<file path="config.mk">
export PLATFORM = sky130hd
export DESIGN_NAME = store_buffer_flat
export DESIGN_NICKNAME = d
export VERILOG_FILES = /design/src/rtl/store_buffer_if.sv /design/src/rtl/store_buffer.sv /design/src/flat_wrapper.sv
export SDC_FILE = /design/constraint.sdc
export NUM_CORES = 1
export LEC_CHECK = 0
export BUFFER_PORTS_ARGS = -buffer_cell sky130_fd_sc_hd__buf_2
export CAP_MARGIN = 5
export CORE_MARGIN = 10
export CORE_UTILIZATION = 55
export CTS_CLUSTER_SIZE = 30
export DETAILED_ROUTE_END_ITERATION = 16
export PLACE_DENSITY = 0.84
export SYNTH_ARGS = -nofsm -noshare
export SYNTH_HDL_FRONTEND = slang
export SYNTH_SLANG_ARGS = --single-unit
</file>
<file path="constraint.sdc">
create_clock -name clk -period 13.75 [get_ports clk]
set_input_delay 1.375 -clock clk [delete_from_list [all_inputs] [get_ports clk]]
set_output_delay 1.375 -clock clk [all_outputs]
set_load 0.005 [all_outputs]
</file>
<file path="src/rtl/store_buffer_if.sv">
// +----------------------------------------------------------------------+
// | store_buffer_if : store request, load-forward and memory write bus    |
// | Rev 1.0                                                               |
// +----------------------------------------------------------------------+
`default_nettype none

interface store_buffer_if;
  logic        st_valid;
  logic [31:0] st_addr;
  logic [31:0] st_data;
  logic [1:0]  st_size;
  logic [31:0] st_pc;
  logic        st_ready;
  logic        st_err;
  logic [31:0] ld_addr;
  logic [31:0] dm_rdata;
  logic [31:0] ld_data;
  logic        dm_we;
  logic [31:0] dm_addr;
  logic [31:0] dm_wdata;
  logic [3:0]  dm_be;
  logic [31:0] dm_pc;
  logic        dm_ready;
  logic        empty;

  modport master (
    output st_valid, st_addr, st_data, st_size, st_pc, ld_addr, dm_rdata, dm_ready,
    input  st_ready, st_err, ld_data, dm_we, dm_addr, dm_wdata, dm_be, dm_pc, empty
  );

  modport slave (
    input  st_valid, st_addr, st_data, st_size, st_pc, ld_addr, dm_rdata, dm_ready,
    output st_ready, st_err, ld_data, dm_we, dm_addr, dm_wdata, dm_be, dm_pc, empty
  );
endinterface

`default_nettype wire

</file>
<file path="src/rtl/store_buffer.sv">
// +----------------------------------------------------------------------+
// | store_buffer : posted-write FIFO with byte-lane load forwarding       |
// | Rev 1.0                                                               |
// +----------------------------------------------------------------------+
`default_nettype none

module store_buffer #(
  parameter int DEPTH = 4,
  parameter int PTR_W = 2
) (
  input  wire logic     clk,
  input  wire logic     reset,
  store_buffer_if.slave bus
);

  localparam logic [PTR_W:0] c_FULL = (PTR_W+1)'(DEPTH);

  logic [29:0]      r_waddr [DEPTH];
  logic [31:0]      r_wdata [DEPTH];
  logic [3:0]       r_be    [DEPTH];
  logic [31:0]      r_pc    [DEPTH];
  logic [DEPTH-1:0] r_valid;
  logic [PTR_W-1:0] r_head;
  logic [PTR_W-1:0] r_tail;
  logic [PTR_W:0]   r_count;
  logic             r_err;

  logic             w_legal;
  logic [3:0]       w_be;
  logic [31:0]      w_wdata;
  logic             w_push;
  logic             w_pop;
  logic [31:0]      w_ld;
  logic [PTR_W-1:0] w_idx;
  logic             w_unused;

  // Store conversion: lane replication lets memory pick bytes by enable alone
  always_comb begin
    w_legal = 1'b1;
    w_be    = 4'b0000;
    w_wdata = bus.st_data;
    case (bus.st_size)
      2'b00: begin
        w_be    = 4'b0001 << bus.st_addr[1:0];
        w_wdata = {4{bus.st_data[7:0]}};
      end
      2'b01: begin
        w_be    = bus.st_addr[1] ? 4'b1100 : 4'b0011;
        w_wdata = {2{bus.st_data[15:0]}};
        w_legal = !bus.st_addr[0];
      end
      2'b10: begin
        w_be    = 4'b1111;
        w_legal = (bus.st_addr[1:0] == 2'b00);
      end
      default: w_legal = 1'b0;
    endcase
  end

  assign bus.st_ready = (r_count != c_FULL);
  assign bus.st_err   = r_err;
  assign bus.empty    = (r_count == '0);
  assign bus.dm_we    = !bus.empty;
  assign bus.dm_addr  = {r_waddr[r_head], 2'b00};
  assign bus.dm_wdata = r_wdata[r_head];
  assign bus.dm_be    = r_be[r_head];
  assign bus.dm_pc    = r_pc[r_head];
  assign bus.ld_data  = w_ld;

  assign w_push   = bus.st_valid && bus.st_ready && w_legal;
  assign w_pop    = bus.dm_we && bus.dm_ready;
  assign w_unused = ^bus.ld_addr[1:0];

  always_ff @(posedge clk) begin
    if (reset) begin
      r_head  <= '0;
      r_tail  <= '0;
      r_count <= '0;
      r_valid <= '0;
      r_err   <= 1'b0;
    end else begin
      r_err <= bus.st_valid && !w_legal;
      if (w_pop) begin
        r_head          <= r_head + 1'b1;
        r_valid[r_head] <= 1'b0;
      end
      if (w_push) begin
        r_tail          <= r_tail + 1'b1;
        r_valid[r_tail] <= 1'b1;
      end
      case ({w_push, w_pop})
        2'b10:   r_count <= r_count + 1'b1;
        2'b01:   r_count <= r_count - 1'b1;
        default: r_count <= r_count;
      endcase
    end
  end

  always_ff @(posedge clk) begin
    if (w_push) begin
      r_waddr[r_tail] <= bus.st_addr[31:2];
      r_wdata[r_tail] <= w_wdata;
      r_be[r_tail]    <= w_be;
      r_pc[r_tail]    <= bus.st_pc;
    end
  end

  // Walk from head (oldest) so younger matching entries overwrite older lanes
  always_comb begin
    w_ld  = bus.dm_rdata;
    w_idx = r_head;
    for (int i = 0; i < DEPTH; i++) begin
      w_idx = r_head + PTR_W'(i);
      if (r_valid[w_idx] && (r_waddr[w_idx] == bus.ld_addr[31:2])) begin
        for (int b = 0; b < 4; b++) begin
          if (r_be[w_idx][b]) w_ld[8*b +: 8] = r_wdata[w_idx][8*b +: 8];
        end
      end
    end
  end

endmodule

`default_nettype wire

</file>
<file path="src/flat_wrapper.sv">
// flat-port wrapper written by rule: the top's interface ports become plain ports
module store_buffer_flat 
#(
  parameter int DEPTH = 4,
  parameter int PTR_W = 2
)
  (clk, reset, bus_st_valid, bus_st_addr, bus_st_data, bus_st_size, bus_st_pc, bus_ld_addr, bus_dm_rdata, bus_dm_ready, bus_st_ready, bus_st_err, bus_ld_data, bus_dm_we, bus_dm_addr, bus_dm_wdata, bus_dm_be, bus_dm_pc, bus_empty);
  store_buffer_if bus_i ();
  input  wire logic clk;
  input  wire logic reset;
  input wire logic [$bits(bus_i.st_valid)-1:0] bus_st_valid;
  input wire logic [$bits(bus_i.st_addr)-1:0] bus_st_addr;
  input wire logic [$bits(bus_i.st_data)-1:0] bus_st_data;
  input wire logic [$bits(bus_i.st_size)-1:0] bus_st_size;
  input wire logic [$bits(bus_i.st_pc)-1:0] bus_st_pc;
  input wire logic [$bits(bus_i.ld_addr)-1:0] bus_ld_addr;
  input wire logic [$bits(bus_i.dm_rdata)-1:0] bus_dm_rdata;
  input wire logic [$bits(bus_i.dm_ready)-1:0] bus_dm_ready;
  output wire logic [$bits(bus_i.st_ready)-1:0] bus_st_ready;
  output wire logic [$bits(bus_i.st_err)-1:0] bus_st_err;
  output wire logic [$bits(bus_i.ld_data)-1:0] bus_ld_data;
  output wire logic [$bits(bus_i.dm_we)-1:0] bus_dm_we;
  output wire logic [$bits(bus_i.dm_addr)-1:0] bus_dm_addr;
  output wire logic [$bits(bus_i.dm_wdata)-1:0] bus_dm_wdata;
  output wire logic [$bits(bus_i.dm_be)-1:0] bus_dm_be;
  output wire logic [$bits(bus_i.dm_pc)-1:0] bus_dm_pc;
  output wire logic [$bits(bus_i.empty)-1:0] bus_empty;
  assign bus_i.st_valid = bus_st_valid;
  assign bus_i.st_addr = bus_st_addr;
  assign bus_i.st_data = bus_st_data;
  assign bus_i.st_size = bus_st_size;
  assign bus_i.st_pc = bus_st_pc;
  assign bus_i.ld_addr = bus_ld_addr;
  assign bus_i.dm_rdata = bus_dm_rdata;
  assign bus_i.dm_ready = bus_dm_ready;
  assign bus_st_ready = bus_i.st_ready;
  assign bus_st_err = bus_i.st_err;
  assign bus_ld_data = bus_i.ld_data;
  assign bus_dm_we = bus_i.dm_we;
  assign bus_dm_addr = bus_i.dm_addr;
  assign bus_dm_wdata = bus_i.dm_wdata;
  assign bus_dm_be = bus_i.dm_be;
  assign bus_dm_pc = bus_i.dm_pc;
  assign bus_empty = bus_i.empty;
  store_buffer #(.DEPTH(DEPTH), .PTR_W(PTR_W)) u_core (.clk(clk), .reset(reset), .bus(bus_i));
endmodule
</file>
==> flow_metrics.py <==
metrics = {
    "synth": {
        "yosys.area_share.adder_pct": 0.5723,
        "synth-xor-area-share_pct": 3.817,
        "ys_seq_elements": 406,
        "ys_types": 63,
        "synthMuxAreaShare_pct": 26.67,
        "async_reset_ff_share_pct": 0,
        "synth-compound-area-share_pct": 7.764,
        "synth-edff-count": 392,
        "syn_inst": 1657,
        "synth_top_family_by_area": "multiplexers",
        "ys.warnings.count": 0,
        "syn-mean-instance-area_sq_um": 13.99,
        "synth-simple-area-share_pct": 5.507,
        "synth_area_sq_um": 23170,
        "ys.flop_type": "edfxtp_1",
        "yosysSeqAreaShare_pct": 52.01,
    },
    "clocking": {
        "h-tree-depth": 2,
        "clock-sinks": 406,
        "cts_tree": "yes",
        "cts_buffer_depth": 3,
        "path_clk_slew_ps": 60,
        "post_cts_buffers": 0,
        "cts_root_buffer": "clkbuf_16",
        "clk_latency_ps": 580,
        "cts_buffers": 42,
        "holdBufCountCts": 0,
        "cts_resized": 0,
    },
    "drt": {
        "vias": 16470,
        "drt_iter0_drc": 1734,
        "drt_wl_total_microns": 68920,
        "vias_per_cell": 6.681,
        "drc": 0,
        "wl_per_cell_microns": 27.96,
        "antenna_left": 0,
        "dr.pass1.iters": 7,
    },
    "sta": {
        "final.setup.tns_ps": 0,
        "slew_headroom_pct": 10.75,
        "period_minus_slack_ps": 8075,
        "fmax_mhz": 123.8,
        "clock_skew_ps": 22.90,
        "timing.final.max_slew_violations": 0,
        "hold_viol": 0,
        "max_slew.worst_pin.slew_ps": 1339,
        "min_period_over_period_pct": 58.73,
        "grt_setup_unrepaired": "no",
        "holdWs_ps": 509.5,
        "setup_violations": 0,
    },
    "floorplanning": {
        "std_cell_rows": 75,
        "die-height_microns": 225.3,
        "fp.coreArea_sq_um": 41760,
        "ios": 302,
        "initial_utilization_pct": 55.49,
        "design.die.area_sq_um": 50740,
        "die_w_microns": 225.3,
    },
    "cells_and_area": {
        "drive_above_1_share_pct": 31.58,
        "syn2layout_area_growth_pct": 13.16,
        "seqCellArea_sq_um": 12060,
        "final_common_cell": "edfxtp_1",
        "fin_util_pct": 62.80,
        "fin_nets": 2068,
        "final_cell_mix": "edfxtp_1 (392), buf_2 (297), mux2i_1 (208)",
        "multiInputGateArea_sq_um": 10320,
        "fin_cells": 2465,
        "fill_cells": 3023,
    },
    "global_route": {
        "grt_max_degree": 138,
        "overflow": 0,
        "antenna_found_initial": 6,
        "first_global_vias": 16410,
        "grtUsageTotal_pct": 26.63,
        "grt_pass1_wl_microns": 102900,
    },
    "placement": {
        "dp.cells": 2387,
        "place_congestion": 0.9902,
        "portBuffers": 297,
        "dp_hpwl_microns": 47140,
    },
    "power": {
        "leakage_nw": 8.698,
        "powerDensity_nw_per_um2": 164.8,
        "ir_drop_v": 0.0001485,
    },
    "critical_path": {
        "cp-end-kind": "output pin",
        "cp.required_ps": 12380,
        "critical_path_class": "reg -> out",
        "worstPathArrival_ps": 6700,
        "cp_max_fo": 54,
        "critPathLaunchType": "flip-flop",
    },
    "run_status": {
        "outcome": "finished clean",
    },
    "worst_hold_path": {
        "hold_path_class": "reg -> reg",
    },
    "flow_run": {
        "drv_cap": 0,
    },
}
[flip-flops by register name, summed over array words and instances, names as in the netlist, named ones only]
signal / count
u_core.bus.st_err: 1
u_core.r_be: 16
u_core.r_count: 3
u_core.r_head: 2
u_core.r_pc: 128
u_core.r_tail: 2
u_core.r_valid: 4
u_core.r_waddr: 120
u_core.r_wdata: 128
[stage by stage]
| stage | instance area [sq um] | worst slack, ps | power (mW) |
|---|---|---|---|
| 6_report | 26220 | 5675 | 4.323 |
| 4_1_cts | 26210 | 5682 | 4.340 |
| 3_3_place_gp | 24890 | 6410 | 3.184 |
| 2_1_floorplan | 23180 | 7026 | 2.791 |
| 3_5_place_dp | 24890 | 6331 | 3.226 |
| 5_1_grt | 26220 | 5465 | 4.529 |
[synth_stat cells, types with 5 or more instances]
cell type,instances,share of area [%]
buf_1,17,0.28
clkbuf_1,56,0.91
nand3_1,17,0.37
inv_1,56,0.91
xor2_1,23,0.87
nand4_1,6,0.16
o221ai_1,35,1.3
a22oi_1,5,0.16
xnor2_1,78,2.9
buf_8,5,0.32
o22ai_1,11,0.30
dfxtp_1,14,1.2
mux4_2,148,14
edfxtp_1,392,51
nor4_1,22,0.59
or3_1,5,0.13
a221oi_1,7,0.26
ha_1,9,0.49
buf_4,6,0.19
o21ai_0,32,0.69
a211oi_1,5,0.16
o211ai_1,39,1.3
nand2b_1,7,0.19
a21oi_1,96,2.1
mux2_2,68,3.3
nor3_1,7,0.15
nor2_1,106,1.7
nand2_1,71,1.2
buf_6,5,0.24
a222oi_1,6,0.26
and2_1,6,0.16
mux2i_1,208,9.0
buf_2,32,0.69
[worst max-delay path, cell delays in order, from the launching register on]
cell and delay (ps):
dfxtp_2 760, clkinv_1 610, ha_4 890, inv_1 580, mux2_2 440, xnor2_1 180
and3_1 180, o2111ai_1 210, nor4b_2 600, o211ai_1 570, nand3_1 570, o221ai_1 270
buf_2 210
[final cells by class]
| cell class | count | area share, % |
|---|---|---|
| Timing Repair Buffer | 312 | 6.145 |
| Sequential cell | 406 | 46.00 |
| Antenna cell | 4 | 0.03817 |
| Inverter | 57 | 0.8159 |
| Clock inverter | 23 | 0.8063 |
| Clock buffer | 51 | 4.256 |
| Tap cell | 539 | 2.572 |
| Multi-Input combinational cell | 1073 | 39.36 |
[kinds of logic after synthesis]
kind of cell,count (synthesis)
AO/OA/AOI/OAI,267
XOR/XNOR,101
adder cells (fa/ha/maj),10
buffers and inverters,179
flip-flops,406
multiplexers,424
other,1
AND/OR/NAND/NOR,269
[layer usage]
| layer | vias up | track usage, % | routed length (microns) |
|---|---|---|---|
| met3 | 165 | 5.582 | 6445 |
| met4 | 2 | 9.717 | 2449 |
| met5 | - | 0 | 7 |
| li1 | 7042 | - | - |
| met1 | 8331 | 34.53 | 26240 |
| met2 | 929 | 43.57 | 33790 |
[path summary, 6_finish.rpt]
path	startpoint	to	slack (ps)	cells past startpoint
max reg2reg	u_core.r_count[1]	u_core.r_wdata[1][3]	10830	5
min reg2reg	u_core.r_count[2]	u_core.r_count[2]	510	2
max	u_core.r_head[1]	bus_ld_data[7]	5670	12
min	u_core.r_count[2]	u_core.r_count[2]	510	2
[report_power, final]
group	switching, mW	internal [mW]	leakage [nW]
Clock	0.470	0.636	0.645
Sequential	0.0987	1.42	3.67
Combinational	0.924	0.777	4.38
(Power assumes the default switching activity.)
